--- src/rtl/array_burst_reader_if.sv ---
// rtl/array_burst_reader_if.sv - command, array read and output stream bundle for the burst reader
interface array_burst_reader_if #(
    parameter int WIDTH = 8,
    parameter int ADDR  = 2
);
    // burst command and status
    logic             start;
    logic [ADDR-1:0]  start_addr;
    logic [ADDR:0]    burst_len;
    logic             busy;
    logic             done;

    // combinational-read array port
    logic [ADDR-1:0]  mem_read_addr;
    logic [WIDTH-1:0] mem_read_data;

    // output word stream
    logic [WIDTH-1:0] out_data;
    logic             out_valid;
    logic             out_ready;
    logic             out_last;

    // the reader: takes commands, drives the array address, produces the stream
    modport master (
        input  start,
        input  start_addr,
        input  burst_len,
        output busy,
        output done,
        output mem_read_addr,
        input  mem_read_data,
        output out_data,
        output out_valid,
        input  out_ready,
        output out_last
    );

    // the surroundings: command source, the array and the stream consumer
    modport slave (
        output start,
        output start_addr,
        output burst_len,
        input  busy,
        input  done,
        input  mem_read_addr,
        output mem_read_data,
        input  out_data,
        input  out_valid,
        output out_ready,
        input  out_last
    );
endinterface

--- src/rtl/array_burst_reader.sv ---
// rtl/array_burst_reader.sv - walks a contiguous array range and streams the words out
module array_burst_reader #(
    parameter int WIDTH = 8,
    parameter int DEPTH = 4
) (
    input  logic                 clk,
    input  logic                 rst,
    array_burst_reader_if.master bus
);
    localparam int ADDR = $clog2(DEPTH);

    localparam logic [ADDR:0]   DEPTH_W   = (ADDR + 1)'(DEPTH);
    localparam logic [ADDR-1:0] LAST_ADDR = ADDR'(DEPTH - 1);
    localparam logic [ADDR:0]   ONE_LEFT  = (ADDR + 1)'(1);

    typedef enum logic [1:0] {
        IDLE   = 2'd0,
        READ   = 2'd1,
        DRAIN  = 2'd2,
        FINISH = 2'd3
    } state_t;

    state_t state;
    state_t state_next;

    logic [ADDR-1:0]  read_addr;
    logic [ADDR:0]    remaining;
    logic [WIDTH-1:0] data_q;
    logic             valid_q;
    logic             last_q;

    logic             latch_cmd;
    logic             load_beat;
    logic             clear_beat;
    logic             slot_free;
    logic [ADDR:0]    len_clamped;
    logic [ADDR-1:0]  addr_first;
    logic [ADDR-1:0]  addr_step;

    // Oversized lengths collapse to one full pass of the array; start addresses
    // past the end (only possible for non-power-of-two DEPTH) fall back to word 0.
    assign len_clamped = (bus.burst_len > DEPTH_W) ? DEPTH_W : bus.burst_len;
    assign addr_first  = ({1'b0, bus.start_addr} >= DEPTH_W) ? '0 : bus.start_addr;
    assign addr_step   = (read_addr == LAST_ADDR) ? '0 : read_addr + 1'b1;

    // The output stage can take a new word when empty or when its word leaves this cycle.
    assign slot_free = !valid_q || bus.out_ready;

    // State register
    always_ff @(posedge clk or posedge rst) begin
        if (rst) begin
            state <= IDLE;
        end else begin
            state <= state_next;
        end
    end

    // Next-state and datapath strobes
    always_comb begin
        state_next = state;
        latch_cmd  = 1'b0;
        load_beat  = 1'b0;
        clear_beat = 1'b0;
        case (state)
            IDLE: begin
                if (bus.start) begin
                    latch_cmd  = 1'b1;
                    state_next = (len_clamped != '0) ? READ : FINISH;
                end
            end
            READ: begin
                if (slot_free) begin
                    load_beat = 1'b1;
                    if (remaining == ONE_LEFT) begin
                        state_next = DRAIN;
                    end
                end
            end
            DRAIN: begin
                // The last beat sits in the output stage until the consumer takes it,
                // so the next burst can never load in the same cycle.
                if (bus.out_ready) begin
                    clear_beat = 1'b1;
                    state_next = FINISH;
                end
            end
            FINISH: begin
                state_next = IDLE;
            end
            default: begin
                state_next = IDLE;
            end
        endcase
    end

    // Address walker, remaining count and the single output register stage
    always_ff @(posedge clk or posedge rst) begin
        if (rst) begin
            read_addr <= '0;
            remaining <= '0;
            data_q    <= '0;
            valid_q   <= 1'b0;
            last_q    <= 1'b0;
        end else begin
            if (latch_cmd) begin
                read_addr <= addr_first;
                remaining <= len_clamped;
            end
            if (load_beat) begin
                data_q    <= bus.mem_read_data;
                valid_q   <= 1'b1;
                last_q    <= (remaining == ONE_LEFT);
                read_addr <= addr_step;
                remaining <= remaining - 1'b1;
            end else if (clear_beat) begin
                valid_q <= 1'b0;
                last_q  <= 1'b0;
            end
        end
    end

    assign bus.busy          = (state != IDLE);
    assign bus.done          = (state == FINISH);
    assign bus.mem_read_addr = read_addr;
    assign bus.out_data      = data_q;
    assign bus.out_valid     = valid_q;
    assign bus.out_last      = last_q;

endmodule

--- src/flat_wrapper.sv ---
// flat-port wrapper written by rule: the top's interface ports become plain ports
module array_burst_reader_flat 
#(
    parameter int WIDTH = 8,
    parameter int DEPTH = 4
)
  (clk, rst, bus_start, bus_start_addr, bus_burst_len, bus_busy, bus_done, bus_mem_read_addr, bus_mem_read_data, bus_out_data, bus_out_valid, bus_out_ready, bus_out_last);
  array_burst_reader_if #(.WIDTH(WIDTH), .ADDR(2)) bus_i ();
  input  logic clk;
  input  logic rst;
  input wire logic [$bits(bus_i.start)-1:0] bus_start;
  input wire logic [$bits(bus_i.start_addr)-1:0] bus_start_addr;
  input wire logic [$bits(bus_i.burst_len)-1:0] bus_burst_len;
  output wire logic [$bits(bus_i.busy)-1:0] bus_busy;
  output wire logic [$bits(bus_i.done)-1:0] bus_done;
  output wire logic [$bits(bus_i.mem_read_addr)-1:0] bus_mem_read_addr;
  input wire logic [$bits(bus_i.mem_read_data)-1:0] bus_mem_read_data;
  output wire logic [$bits(bus_i.out_data)-1:0] bus_out_data;
  output wire logic [$bits(bus_i.out_valid)-1:0] bus_out_valid;
  input wire logic [$bits(bus_i.out_ready)-1:0] bus_out_ready;
  output wire logic [$bits(bus_i.out_last)-1:0] bus_out_last;
  assign bus_i.start = bus_start;
  assign bus_i.start_addr = bus_start_addr;
  assign bus_i.burst_len = bus_burst_len;
  assign bus_busy = bus_i.busy;
  assign bus_done = bus_i.done;
  assign bus_mem_read_addr = bus_i.mem_read_addr;
  assign bus_i.mem_read_data = bus_mem_read_data;
  assign bus_out_data = bus_i.out_data;
  assign bus_out_valid = bus_i.out_valid;
  assign bus_i.out_ready = bus_out_ready;
  assign bus_out_last = bus_i.out_last;
  array_burst_reader #(.WIDTH(WIDTH), .DEPTH(DEPTH)) u_core (.clk(clk), .rst(rst), .bus(bus_i));
endmodule
--- config.mk ---
export PLATFORM = sky130hd
export DESIGN_NAME = array_burst_reader_flat
export DESIGN_NICKNAME = d
export VERILOG_FILES = /design/src/rtl/array_burst_reader_if.sv /design/src/rtl/array_burst_reader.sv /design/src/flat_wrapper.sv
export SDC_FILE = /design/constraint.sdc
export NUM_CORES = 1
export LEC_CHECK = 0
export BUFFER_PORTS_ARGS = -buffer_cell sky130_fd_sc_hd__buf_2
export CAP_MARGIN = 15
export CORE_UTILIZATION = 52
export CTS_CLUSTER_DIAMETER = 100
export DETAILED_ROUTE_END_ITERATION = 6
export PLACE_DENSITY = 0.82
export SLEW_MARGIN = 20
export SYNTH_ARGS = -nofsm -noshare
export SYNTH_HDL_FRONTEND = slang
export SYNTH_SLANG_ARGS = --single-unit
--- constraint.sdc ---
create_clock -name clk -period 4.2 [get_ports clk]
set_clock_uncertainty 0.1 [all_clocks]
set_input_delay 0.84 -clock clk [delete_from_list [all_inputs] [get_ports clk]]
set_output_delay 0.84 -clock clk [all_outputs]
set_load 0.02 [all_outputs]
== Yosys cells after proc, flatten, opt, wreduce, memory -nomap -nowiden ==
Index checks and enable logic that the tools add are counted.

* Bits in registers: 17
* Output and inout bits: 14
* Word-level logic and storage cells: 47

* $add $sub $neg: 2
* $lt $le $gt $ge: 1
* Equality and inequality tests: 9
* Muxes and demuxes: 21
* Reduce and logical (&&, ||, !) cells: 8

{| class="wikitable"
|+ Operators by type and width
! cell !! number
|-
| $mux W2 || 8
|-
| $mux W1 || 9
|-
| $mux W3 || 3
|-
| $pmux W2 S4 || 1
|-
| $eq A2 B2 Y1 const B || 3
|-
| $reduce_bool A2 Y1 || 3
|-
| $ne A2 B1 Y1 const B || 2
|-
| $ne A2 B2 Y1 const B || 2
|-
| $reduce_and A4 Y1 || 1
|-
| $eq A3 B1 Y1 const B || 1
|-
| $gt A3 B3 Y1 const B || 1
|-
| $reduce_bool A3 Y1 || 1
|-
| $sub A3 B1 Y3 const B || 1
|-
| $add A2 B1 Y2 const B || 1
|-
| $eq A2 B1 Y1 const B || 1
|-
| $logic_not A2 Y1 || 1
|-
| $logic_not A1 Y1 || 1
|-
| $logic_or A1 B1 Y1 || 1
|}

== Depth between registers and ports, before layout ==
* Depth in word-level cells: 6
* Mapped depth: 6

== Least setup slack after synthesis ==
No wires, ideal clock.

* Path type: input-to-reg
* Start point: in bus_out_ready
* End point: reg u_core.data_q[0], in the netlist u_core.bus.out_data[0]
* Data arrival time: 1.533 ns
* Setup slack: 2.442 ns
* Stages on the path: 4
* Cell sequence: nor2b_1 nand2b_4 buf_6 mux2_4

* Longest elaborated chain between the ends: 3

{| class="wikitable"
|+ RTL lines
! what !! RTL line !! text
|-
| start: declaration || flat_wrapper.sv:20 || <nowiki>input wire logic [$bits(bus_i.out_ready)-1:0] bus_out_ready;</nowiki>
|-
| $logic_or A1 B1 Y1 || array_burst_reader.sv:47 || <nowiki>assign slot_free = !valid_q || bus.out_ready;</nowiki>
|-
| $mux W1 || array_burst_reader.sv:72 || <nowiki>if (slot_free) begin</nowiki>
|-
| $mux W1 || array_burst_reader.sv:64 || <nowiki>case (state)</nowiki>
|-
| end signal: assignment || array_burst_reader.sv:110 || <nowiki>data_q <= bus.mem_read_data;</nowiki>
|-
| end: declaration || array_burst_reader.sv:28 || <nowiki>logic [WIDTH-1:0] data_q;</nowiki>
|}

Every way passes these cells.
A chain may end at the register's enable or synchronous reset.

== Worst setup path after layout ==
* Start point: reg u_core.state[1]
* End point: out bus_busy

* Longest elaborated chain between the ends: 1

{| class="wikitable"
|+ RTL lines
! what !! RTL line !! text
|-
| start: declaration || array_burst_reader.sv:23 || <nowiki>state_t state;</nowiki>
|-
| start signal: assignment || array_burst_reader.sv:54 || <nowiki>state <= state_next;</nowiki>
|-
| $reduce_bool A2 Y1 || array_burst_reader.sv:122 || <nowiki>assign bus.busy = (state != IDLE);</nowiki>
|-
| end: declaration || flat_wrapper.sv:14 || <nowiki>output wire logic [$bits(bus_i.busy)-1:0] bus_busy;</nowiki>
|}

Every way passes these cells.

==> Implementation_results.wiki <==
{| class="wikitable"
! Metric !! Value
|-
| Critical path type || flip-flop to output pin
|-
| Count of warnings emitted by yosys || 0
|-
| Number of synthesized register bits || 17
|-
| Longest Clk Path Bufs || 2
|-
| Combinational power share || 55.3%
|-
| Failing checks || design-rule violations
|-
| Net Count, Synth || 100
|-
| Clock transition at path regs || 0.10 ns
|-
| Global-route wire length before repair || 2750 um
|-
| Share of post-route cells with drive strength above 1 || 40.2%
|-
| Average cell area after synthesis || 12.1 sq um
|-
| Required time of the worst setup path || 3.26 ns
|-
| Power Density || 811 nW/um^2
|-
| Most used cells in the layout excluding fill and tap cells || 30 x buf_2, 17 x dfrtp_1, 8 x mux2_4, 8 x ha_1
|-
| Count of inserted antenna diode cells || 0
|-
| Worst path slowest cell || dfrtp_1
|-
| Path category of the worst min-delay check || flip-flop to flip-flop
|-
| Placed instance count || 119
|-
| Overflow after GRT || 0
|-
| Area of the core || 1560 sq um
|-
| Maximum vdd drop || 340 uV
|-
| HPWL reported at the end of detailed placement || 1260 um
|-
| Period Utilization, post-route || approximately half
|-
| Number of failing hold endpoints at the final stage || 0
|-
| Maximum number of pins on one net before global-route repair || 21
|-
| Summed instance area of the synthesized netlist || between 900 and 1000 sq um
|-
| Vias/cell || 5.17
|-
| Number of global-route vias before repair || between 600 and 700
|-
| Detailed-route wire length per cell || 13.4 um
|-
| Initial cell density of the core || 58.2%
|-
| Outcome || finished with violations
|-
| Final-layout worst hold slack || 0.419 ns
|-
| Cell occurring most often along the worst timing path || inv_1
|-
| Buffers & Inverters on Critical Path || 3
|-
| Buffers on Ports || 30
|-
| Number of levels the H-tree was split into || 1
|-
| Internal power summed over all cells || 509 uW
|-
| Number of filler cells placed in the layout || 118
|-
| Net switching power figure || 374 uW
|-
| Number of buffers inserted by post-CTS setup repair || 0
|-
| Leak pwr || 0.000598 uW
|-
| Fraction of power consumed by the clock network || about a tenth
|-
| Async set or reset register ratio after synthesis || 100%
|-
| Total Nets Final || approximately 130
|-
| Clock latency reported for the late side of the worst-skew pair || 0.29 ns
|-
| Total chip power || approximately 900 uW
|-
| DRT Wirelength || 1650 um
|-
| Residual DRC count || 2
|-
| Critical path endpoint category || output pin
|-
| Worst-margin pin slew || 0.624 ns
|-
| Final number of setup-violating endpoints || 0
|-
| Count of nets left with antenna violations after detail routing || 0
|-
| Total negative slack for setup checks || 0 ns
|-
| Post-layout instance count excluding filler cells || approximately 120
|-
| Portion of total power attributed to sequential cells || 34.7%
|-
| Vias || 636
|-
| Crit start category || flip-flop
|-
| Max cap viols || 0
|-
| Switching portion of total power || 42.4%
|-
| Gate Count Post-Synth || between 70 and 80
|-
| Highest attainable clock frequency || roughly 460 MHz
|-
| Count of hold-fix buffers inserted at cts || 0
|-
| Total routing resource utilization after global routing || 20.2%
|-
| Gpl congestion || ~0.82
|-
| Post-synth top flop || dfrtp_1
|-
| Pre-Repair DR Iteration Count || 5
|-
| Clock period minus final worst setup slack || 2.17 ns
|-
| Initial antenna violation count || 0
|-
| Drt initial violations || 4
|-
| Sequential area share after synthesis || 46.9%
|-
| X dimension of the die || around 44 um
|-
| Count of pins on the block boundary || 31
|-
| Number of unique standard cell types used by synthesis || 21
|-
| Clk root buf || clkbuf_4
|-
| Number of CTS-inserted buffers || 3
|-
| Number of gates resized after cts || 0
|-
| Summed area of non-filler cells in the final layout || 1090 sq um
|-
| Crit-path cells || inv_1, ha_1, inv_1, buf_2
|-
| Relative slew slack || 58.4%
|-
| P&R area growth vs syn || 20.0%
|-
| Clock tree from TritonCTS || yes
|-
| Area after DPL || ~1100 sq um
|-
| Die Height || 43.8 um
|-
| Maximum fanout encountered on the critical timing path || 4
|-
| Total number of clock tree sinks || 17
|-
| Leading cell type in the layout, fill and taps excluded || buf_2
|-
| Unrepaired setup endpoints after global routing || false
|-
| DIE AREA || 1920 sq um
|-
| Crit path largest cell delay || 0.42 ns
|-
| Post-synth EDFFs || 0
|-
| Std cell rows || 14
|-
| Endpoint arrival time on the critical path || roughly 1.2 ns
|-
| Kind of cell with the highest combined delay on the critical path || flip-flops
|-
| Max-slew violation count || 0
|}
[cell families (layout without fill, tap and decap cells)]
| family | Yosys count | after routing | synth area share (%) |
|---|---|---|---|
| AOI/OAI and AO/OA | 9 | 9 | 5.93 |
| xor gates and xnor gates | 1 | 1 | 0.966 |
| adders and majority gates | 8 | 8 | 11.0 |
| buffers and inverters | 9 | 41 | 4.69 |
| DFF | 17 | 17 | 46.9 |
| muxes | 15 | 15 | 21.0 |
| and+or+nand+nor | 16 | 16 | 9.52 |
[cell type report]
type	instances	area (sq um)	share of cell area, %
inverters	7	26.3	2.41
multi-input cells	49	439	40.3
repair buffers	30	150	13.8
flip-flops and latches	17	425	39.1
clock buffers	3	22.5	2.07
well taps	16	20.0	1.84
clock inverters	1	5.00	0.460
[state kept, by name, summed over array words and instances, names as in the netlist]
signal / count
u_core.state: 2
u_core.bus.mem_read_addr: 2
u_core.bus.out_last: 1
u_core.bus.out_data: 8
u_core.remaining: 3
u_core.bus.out_valid: 1
[synthesized netlist by cell type, types with 2 or more instances]
cell type / n / area share (%)
dfrtp_1: 17 / 47
ha_1: 8 / 11
mux2_4: 8 / 13
inv_1: 7 / 2.9
mux2i_1: 7 / 7.7
nor2_1: 5 / 2.1
a21oi_1: 4 / 2.2
nand2_1: 3 / 1.2
nand3_1: 2 / 1.1
nor3b_1: 2 / 1.7
o21ai_0: 2 / 1.1
[final timing paths]
path                                        start                endpoint  slack, ns  cells past startpoint
min in group asynchronous                     rst  u_core.bus.out_data[5]       0.51                      2
max                               u_core.state[1]                bus_busy       2.03                      4
min                        u_core.bus.out_data[4]  u_core.bus.out_data[4]       0.42                      1
min reg2reg                u_core.bus.out_data[4]  u_core.bus.out_data[4]       0.42                      1
max reg2reg                       u_core.state[1]     u_core.remaining[1]       2.64                      6
max in group asynchronous                     rst         u_core.state[0]       3.09                      2
[power groups by stage]
stage	logic, uW	clock network [uW]	registers [uW]
CTS	493	89.5	307
finish	488	88.1	307
floorplan	308	0	372
detailed placement	487	0	310
global route	538	98.2	318
global placement	471	0	303
[routing by layer]
| layer | vias up | part of all wire, % | global-route usage [%] |
|---|---|---|---|
| li1 | 320 | - | - |
| met1 | 295 | 45 | 25.8 |
| met2 | 19 | 50 | 32.8 |
| met3 | 2 | 5.1 | 4.17 |
| met4 | 0 | 0.61 | 9.38 |
| met5 | - | 0 | 0 |
[stage by stage]
| stage | util (%) | setup WS (ns) |
|---|---|---|
| 3_5_place_dp | 68.1 | 2.25 |
| 2_1_floorplan | - | 2.44 |
| 6_report | 69.8 | 2.03 |
| 4_1_cts | 69.8 | 2.02 |
| 3_3_place_gp | 68.1 | 2.27 |
| 5_1_grt | 69.8 | 1.92 |
Power figures use the tool's default switching activity.
